## src/rtl/count7_seq_monitor_if.sv

```systemverilog
// count7_seq_monitor_if
//   Bundle between a 7-state counter and its downstream sequence monitor.
//   master : counter/test side, drives count_in and observes the status.
//   slave  : monitor side, samples count_in and drives the status.
//   Signals:
//     count_in     [2:0]      counter value, stable before each rising edge
//     locked                  sequence tracking established
//     err                     one-cycle pulse on a sequence violation while locked
//     wrap                    one-cycle pulse on a legal end-of-period step while locked
//     cycles       [CYC_W-1:0] completed periods while locked (modulo 2^CYC_W)
//     illegal_seen            sticky, the skipped code was sampled
//     err_cnt      [3:0]      saturating error count
interface count7_seq_monitor_if #(
  parameter int CYC_W = 8
);
  logic [2:0]       count_in;
  logic             locked;
  logic             err;
  logic             wrap;
  logic [CYC_W-1:0] cycles;
  logic             illegal_seen;
  logic [3:0]       err_cnt;

  modport master (
    output count_in,
    input  locked, err, wrap, cycles, illegal_seen, err_cnt
  );

  modport slave (
    input  count_in,
    output locked, err, wrap, cycles, illegal_seen, err_cnt
  );
endinterface

```

## src/rtl/count7_seq_monitor.sv

```systemverilog
// count7_seq_monitor
//   Checks that a 3-bit, 7-state counter steps through its legal sequence.
//   Acquires lock after LOCK_CYCLES consecutive correct steps, then reports
//   sequence errors, legal end-of-period wraps and completed periods, and
//   flags any sample of the code the counter must never produce.
//
//   Parameters:
//     SKIP_STATE  : the one 3-bit code the counter never visits
//     LOCK_CYCLES : consecutive correct steps needed for lock (1..7)
//     CYC_W       : width of the completed-period counter
//
//   Ports:
//     clk  : rising-edge clock
//     rstb : synchronous active-low reset
//     mon  : count7_seq_monitor_if.slave (count_in in, status out)
//
//   Build option:
//     COUNT7_MON_ERRCNT_EN : when defined, err_cnt is a saturating 4-bit
//     register; when undefined, err_cnt is tied to zero and has no flops.
module count7_seq_monitor #(
  parameter logic [2:0] SKIP_STATE  = 3'd7,
  parameter int         LOCK_CYCLES = 2,
  parameter int         CYC_W       = 8
) (
  input  logic                clk,
  input  logic                rstb,
  count7_seq_monitor_if.slave mon
);

  localparam logic [2:0] LOCK_N = LOCK_CYCLES[2:0];

  typedef enum logic [1:0] {
    SEARCH  = 2'd0,
    ACQUIRE = 2'd1,
    LOCKED  = 2'd2
  } state_t;

  state_t           state_q, state_d;
  logic [2:0]       prev_q;
  logic [2:0]       match_cnt_q, match_cnt_d;
  logic             err_q, err_d;
  logic             wrap_q, wrap_d;
  logic [CYC_W-1:0] cycles_q, cycles_d;
  logic             illegal_q, illegal_d;
  logic             is_match;
  logic             is_wrap;

  // Legal successor; the skipped code is jumped over.
  function automatic logic [2:0] succ(input logic [2:0] s);
    logic [2:0] n;
    n = s + 3'd1;
    if (n == SKIP_STATE) n = s + 3'd2;
    return n;
  endfunction

`ifdef COUNT7_MON_ERRCNT_EN
  logic [3:0] err_cnt_q, err_cnt_d;

  function automatic logic [3:0] sat_inc4(input logic [3:0] v);
    return (v == 4'hF) ? v : v + 4'd1;
  endfunction
`endif

  // Next-state and flag decode
  always_comb begin
    state_d     = state_q;
    match_cnt_d = match_cnt_q;
    err_d       = 1'b0;
    wrap_d      = 1'b0;
    cycles_d    = cycles_q;
    illegal_d   = illegal_q | (mon.count_in == SKIP_STATE);
`ifdef COUNT7_MON_ERRCNT_EN
    err_cnt_d   = err_cnt_q;
`endif
    // The skipped code is never a match, even from a prev that would
    // otherwise lead to it.
    is_match = (mon.count_in == succ(prev_q)) && (mon.count_in != SKIP_STATE);
    is_wrap  = is_match && (mon.count_in < prev_q);

    unique case (state_q)
      SEARCH: begin
        state_d = ACQUIRE;
      end
      ACQUIRE: begin
        if (is_match) begin
          if (match_cnt_q + 3'd1 == LOCK_N) begin
            state_d     = LOCKED;
            match_cnt_d = 3'd0;
          end else begin
            match_cnt_d = match_cnt_q + 3'd1;
          end
        end else begin
          match_cnt_d = 3'd0;
        end
      end
      LOCKED: begin
        if (is_match) begin
          if (is_wrap) begin
            wrap_d   = 1'b1;
            cycles_d = cycles_q + {{(CYC_W-1){1'b0}}, 1'b1};
          end
        end else begin
          err_d       = 1'b1;
          match_cnt_d = 3'd0;
          state_d     = ACQUIRE;
`ifdef COUNT7_MON_ERRCNT_EN
          err_cnt_d   = sat_inc4(err_cnt_q);
`endif
        end
      end
      default: begin
        state_d     = SEARCH;
        match_cnt_d = 3'd0;
      end
    endcase
  end

  // Registered state and status
  always_ff @(posedge clk) begin
    if (!rstb) begin
      state_q     <= SEARCH;
      prev_q      <= 3'd0;
      match_cnt_q <= 3'd0;
      err_q       <= 1'b0;
      wrap_q      <= 1'b0;
      cycles_q    <= '0;
      illegal_q   <= 1'b0;
    end else begin
      state_q     <= state_d;
      prev_q      <= mon.count_in;
      match_cnt_q <= match_cnt_d;
      err_q       <= err_d;
      wrap_q      <= wrap_d;
      cycles_q    <= cycles_d;
      illegal_q   <= illegal_d;
    end
  end

`ifdef COUNT7_MON_ERRCNT_EN
  always_ff @(posedge clk) begin
    if (!rstb) err_cnt_q <= 4'd0;
    else       err_cnt_q <= err_cnt_d;
  end

  assign mon.err_cnt = err_cnt_q;
`else
  assign mon.err_cnt = 4'd0;
`endif

  assign mon.locked       = (state_q == LOCKED);
  assign mon.err          = err_q;
  assign mon.wrap         = wrap_q;
  assign mon.cycles       = cycles_q;
  assign mon.illegal_seen = illegal_q;

endmodule

```

## src/flat_wrapper.sv

```systemverilog
// flat-port wrapper written by rule: the top's interface ports become plain ports
module count7_seq_monitor_flat 
#(
  parameter logic [2:0] SKIP_STATE  = 3'd7,
  parameter int         LOCK_CYCLES = 2,
  parameter int         CYC_W       = 8
)
  (clk, rstb, mon_count_in, mon_locked, mon_err, mon_wrap, mon_cycles, mon_illegal_seen, mon_err_cnt);
  count7_seq_monitor_if #(.CYC_W(CYC_W)) mon_i ();
  input  logic clk;
  input  logic rstb;
  input wire logic [$bits(mon_i.count_in)-1:0] mon_count_in;
  output wire logic [$bits(mon_i.locked)-1:0] mon_locked;
  output wire logic [$bits(mon_i.err)-1:0] mon_err;
  output wire logic [$bits(mon_i.wrap)-1:0] mon_wrap;
  output wire logic [$bits(mon_i.cycles)-1:0] mon_cycles;
  output wire logic [$bits(mon_i.illegal_seen)-1:0] mon_illegal_seen;
  output wire logic [$bits(mon_i.err_cnt)-1:0] mon_err_cnt;
  assign mon_i.count_in = mon_count_in;
  assign mon_locked = mon_i.locked;
  assign mon_err = mon_i.err;
  assign mon_wrap = mon_i.wrap;
  assign mon_cycles = mon_i.cycles;
  assign mon_illegal_seen = mon_i.illegal_seen;
  assign mon_err_cnt = mon_i.err_cnt;
  count7_seq_monitor #(.SKIP_STATE(SKIP_STATE), .LOCK_CYCLES(LOCK_CYCLES), .CYC_W(CYC_W)) u_core (.clk(clk), .rstb(rstb), .mon(mon_i));
endmodule
```

## config.mk

```make
export PLATFORM = sky130hd
export DESIGN_NAME = count7_seq_monitor_flat
export DESIGN_NICKNAME = d
export VERILOG_FILES = /design/src/rtl/count7_seq_monitor_if.sv /design/src/rtl/count7_seq_monitor.sv /design/src/flat_wrapper.sv
export SDC_FILE = /design/constraint.sdc
export NUM_CORES = 1
export LEC_CHECK = 0
export CAP_MARGIN = 0
export CORE_MARGIN = 1.5
export CORE_UTILIZATION = 40
export DETAILED_ROUTE_END_ITERATION = 10
export GPL_ROUTABILITY_DRIVEN = 0
export PLACE_DENSITY = 0.62
export SLEW_MARGIN = 20
export SYNTH_ARGS = -nofsm -noshare
export SYNTH_HDL_FRONTEND = slang
export SYNTH_SLANG_ARGS = --single-unit
```

## constraint.sdc

```tcl
create_clock -name clk -period 2.05 [get_ports clk]
set_input_delay 0.3075 -clock clk [delete_from_list [all_inputs] [get_ports clk]]
set_output_delay 0.3075 -clock clk [all_outputs]
set_load 0.01 [all_outputs]
```

==> impl_metrics.env, run 1 <==
export IMPL_fin_nets=181
export IMPL_num_rows=19
export IMPL_setup_viol=4
export IMPL_period_share_pct=101
export IMPL_critPathCapture="u_core.match_cnt_q[2]"
export IMPL_rsz0062_at_grt="yes"
export IMPL_synth_largest_area_cell="dfxtp_1"
export IMPL_portBuffers=16
export IMPL_power_leakage_uw=0.000671
export IMPL_fin_crit_ns=2.08
export IMPL_crit_type="reg2reg"
export IMPL_startpoint="u_core.prev_q[1]"
export IMPL_antenna_found_initial=0
export IMPL_synthXorXnorAreaFrac_pct=3.00
export IMPL_instances_no_fill=199
export IMPL_reg2reg_slack_ns=-0.03
export IMPL_firstDrtPassIters=4
export IMPL_drive_gt1_share_pct=34.5
export IMPL_skew_ns=0.000646
export IMPL_ios=21
export IMPL_wirelength_mm=2.55
export IMPL_start_util_pct=42.3
export IMPL_fmax_mhz=481
export IMPL_dp_cells=190
export IMPL_r2r_start="u_core.prev_q[1]"
export IMPL_swShare_pct=28.1
export IMPL_cp_end_kind="register"
export IMPL_maxCapViolations=0
export IMPL_post_dp_cell_area_um2=1500
export IMPL_dr_total_vias=1015
export IMPL_ir_worst_vdd_uv=341
export IMPL_grt_overflow=0
export IMPL_ant_nets=0
export IMPL_vias_per_cell=5.10
export IMPL_drtIter0Drc=24
export IMPL_synth_top_area_share_pct=32.6
export IMPL_die_area_um2=3250
export IMPL_outcome="finished with violations"
export IMPL_clock_root_buffer="clkbuf_4"
export IMPL_clkPwrFrac_pct=26.5
export IMPL_cp_data_required_time_ns=2.30
export IMPL_cts_inserted_buffers=3
export IMPL_p_sw_uw=208
export IMPL_synth_common_cells="dfxtp_1 (19), nand2_1 (15), inv_1 (9), nand2b_1 (9), mux2i_1 (8)"
export IMPL_n_fill_cell=245
export IMPL_fp_dieH_um=57.0
export IMPL_muxShareOfSynthArea_pct=6.87
export IMPL_p_total_uw=740
export IMPL_synth_top_family_by_area="simple AND/OR/NAND/NOR gates"
export IMPL_cts_sinks=19
export IMPL_avgRoutedWirePerCell_um=12.8
export IMPL_cts_tree="built"
export IMPL_cts_max_path_buffers=2
export IMPL_synthCells=134
export IMPL_ys_types=38
export IMPL_hold_viol_final=0
export IMPL_p_comb_share_pct=22.0
export IMPL_syn_avg_cell_area_um2=8.70
export IMPL_yosys_top_cells_area="dfxtp_1 (33%), ha_1 (7.5%), mux2i_1 (6.9%)"
export IMPL_netlist_area_um2=1170
export IMPL_crit_path_max_fanout=5
export IMPL_fin_area_um2=1730
export IMPL_drc=0
export IMPL_multi_input_area_um2=911
export IMPL_violations="setup timing"
export IMPL_rr_endpoint="u_core.match_cnt_q[2]"
export IMPL_clock_latency_ns=0.30
export IMPL_cp_arrival_ns=2.33
export IMPL_rr_worst_depth=7
export IMPL_syn2layout_area_growth_pct=48.1
export IMPL_synth_ff_type="dfxtp_1"
export IMPL_power_frac_seq_pct=51.6
export IMPL_p_int_uw=532
export IMPL_ys_warn_count=0
export IMPL_power_density_nw_per_um2=428
export IMPL_synth_edf_count=0
export IMPL_grt_util_all_layers_pct=16.4
export IMPL_grt_pass1_wl_mm=4.21
export IMPL_synth_compound_area_share_pct=16.3
export IMPL_seq_area_frac_synth_pct=32.6
export IMPL_synthArstFlopShare_pct=0
export IMPL_synthMostInstantiatedCell="dfxtp_1"
export IMPL_synth_adder_area_share_pct=7.51
export IMPL_core_area_um2=2760
export IMPL_hp_class="in2reg"
export IMPL_dp_hpwl_mm=1.89
export IMPL_synth_simple_area_share_pct=26.2
export IMPL_ys_ff_latch=19
export IMPL_die_width_um=57.0
export IMPL_clkSlewWorstSetupHoldPaths_ns=0.11
export IMPL_grt_max_degree=20
export IMPL_startpoint_type="register"
export IMPL_layout_setup_ws_ns=-0.0271
export IMPL_grt_pass1_vias=952
export IMPL_maxSlewViolCount=0
export IMPL_finalHoldWorstSlack_ns=0.460
export IMPL_seqCellArea_um2=389
export IMPL_htree_levels=1
export IMPL_diodes=0
-- cell type report --
| type | count | area share (%) |
|---|---|---|
| clock buffers | 3 | 1.30 |
| clock inverters | 1 | 0.290 |
| inverters | 9 | 1.96 |
| multi-input cells | 100 | 52.8 |
| flip-flops and latches | 19 | 22.5 |
| well taps | 31 | 2.25 |
| repair buffers | 36 | 18.9 |
-- sequential cells by signal (all words and copies together) (netlist names) --
signal	flops
u_core.mon.cycles	8
u_core.mon.err	1
u_core.prev_q	3
u_core.match_cnt_q	3
u_core.mon.wrap	1
u_core.state_q	2
u_core.mon.illegal_seen	1
-- critical path, cell delays in order (launching register included) --
cell	delay [ns]
dfxtp_4	0.39
ha_4	0.17
nor2b_4	0.13
o21ai_4	0.19
xnor2_2	0.12
or4_4	0.57
a2111oi_4	0.29
o31a_1	0.15
-- stage by stage --
step	setup TNS, ns	utilization (%)	setup WS, ns
6_report	-0.0658	62.6	-0.0271
5_1_grt	-0.832	62.6	-0.134
4_1_cts	-0.0524	57.0	-0.0256
3_5_place_dp	-3.58	54.3	-0.367
3_3_place_gp	-3.17	54.3	-0.289
2_1_floorplan	-0.0111	-	-0.0111
-- kinds of logic (layout without fill, tap and decap cells) --
| group | Yosys count | in the layout |
|---|---|---|
| buf+inv | 18 | 49 |
| simple gates | 53 | 53 |
| mux | 8 | 8 |
| compound gates | 24 | 24 |
| fa+ha+maj | 7 | 7 |
| flops | 19 | 19 |
| xor+xnor | 4 | 4 |
| other cells | 1 | 4 |
-- metal layers --
layer | up-vias | routed length [µm] | global-route usage [%]
li1 | 532 | - | -
met1 | 462 | 1260 | 21.7
met2 | 17 | 1210 | 26.3
met3 | 4 | 61 | 2.27
met4 | 0 | 30 | 7.97
met5 | - | 0 | 0
-- how the worst min path moves through the flow --
stage,start,cells past startpoint,end
finish,mon_count_in[2],3,u_core.prev_q[2]
CTS,u_core.mon.cycles[7],2,u_core.mon.cycles[7]
floorplan,mon_count_in[1],1,u_core.prev_q[1]
detailed placement,u_core.mon.illegal_seen,2,u_core.mon.illegal_seen
global route,mon_count_in[2],3,u_core.prev_q[2]
global placement,u_core.mon.illegal_seen,2,u_core.mon.illegal_seen
-- placed cells by master, fill, tap and decap left out, types with 3 or more instances in the layout --
master / synthesis / routed
buf_4: 4 / 17
dfxtp_1: 19 / 16
clkdlybuf4s50_1: 0 / 14
nand2_1: 15 / 13
nand2b_1: 9 / 9
inv_1: 9 / 8
mux2i_1: 8 / 7
and2_1: 6 / 6
nor3_1: 4 / 4
ha_4: 0 / 4
conb_1: 1 / 4
a21oi_1: 6 / 3
nand3_1: 4 / 3
ha_1: 7 / 3
clkbuf_4: 0 / 3
buf_6: 0 / 3
-- power by group through the flow --
stage	combinational, µW	clock, µW	sequential [µW]
2_1_floorplan	78.7	0	390
3_3_place_gp	120	0	390
3_5_place_dp	124	0	390
4_1_cts	135	209	382
5_1_grt	176	223	383
6_report	162	196	381
-- timing repair --
action / in CTS / in global routing
buffers inserted: 1 / 4
setup endpoints to repair: 12 / 13
resized for setup: 10 / 24
endpoints found under the hold margin: 0 / 0
pin swaps: 5 / 5
hold buffers: 0 / 0
(Power assumes the default switching activity.)
==> inputs of run 2 (changes only) <==
CTS_CLUSTER_SIZE = 24   (was not set)
==> results of run 2 <==
No change in the layout: final DEF, timing and power equal those of run 1.
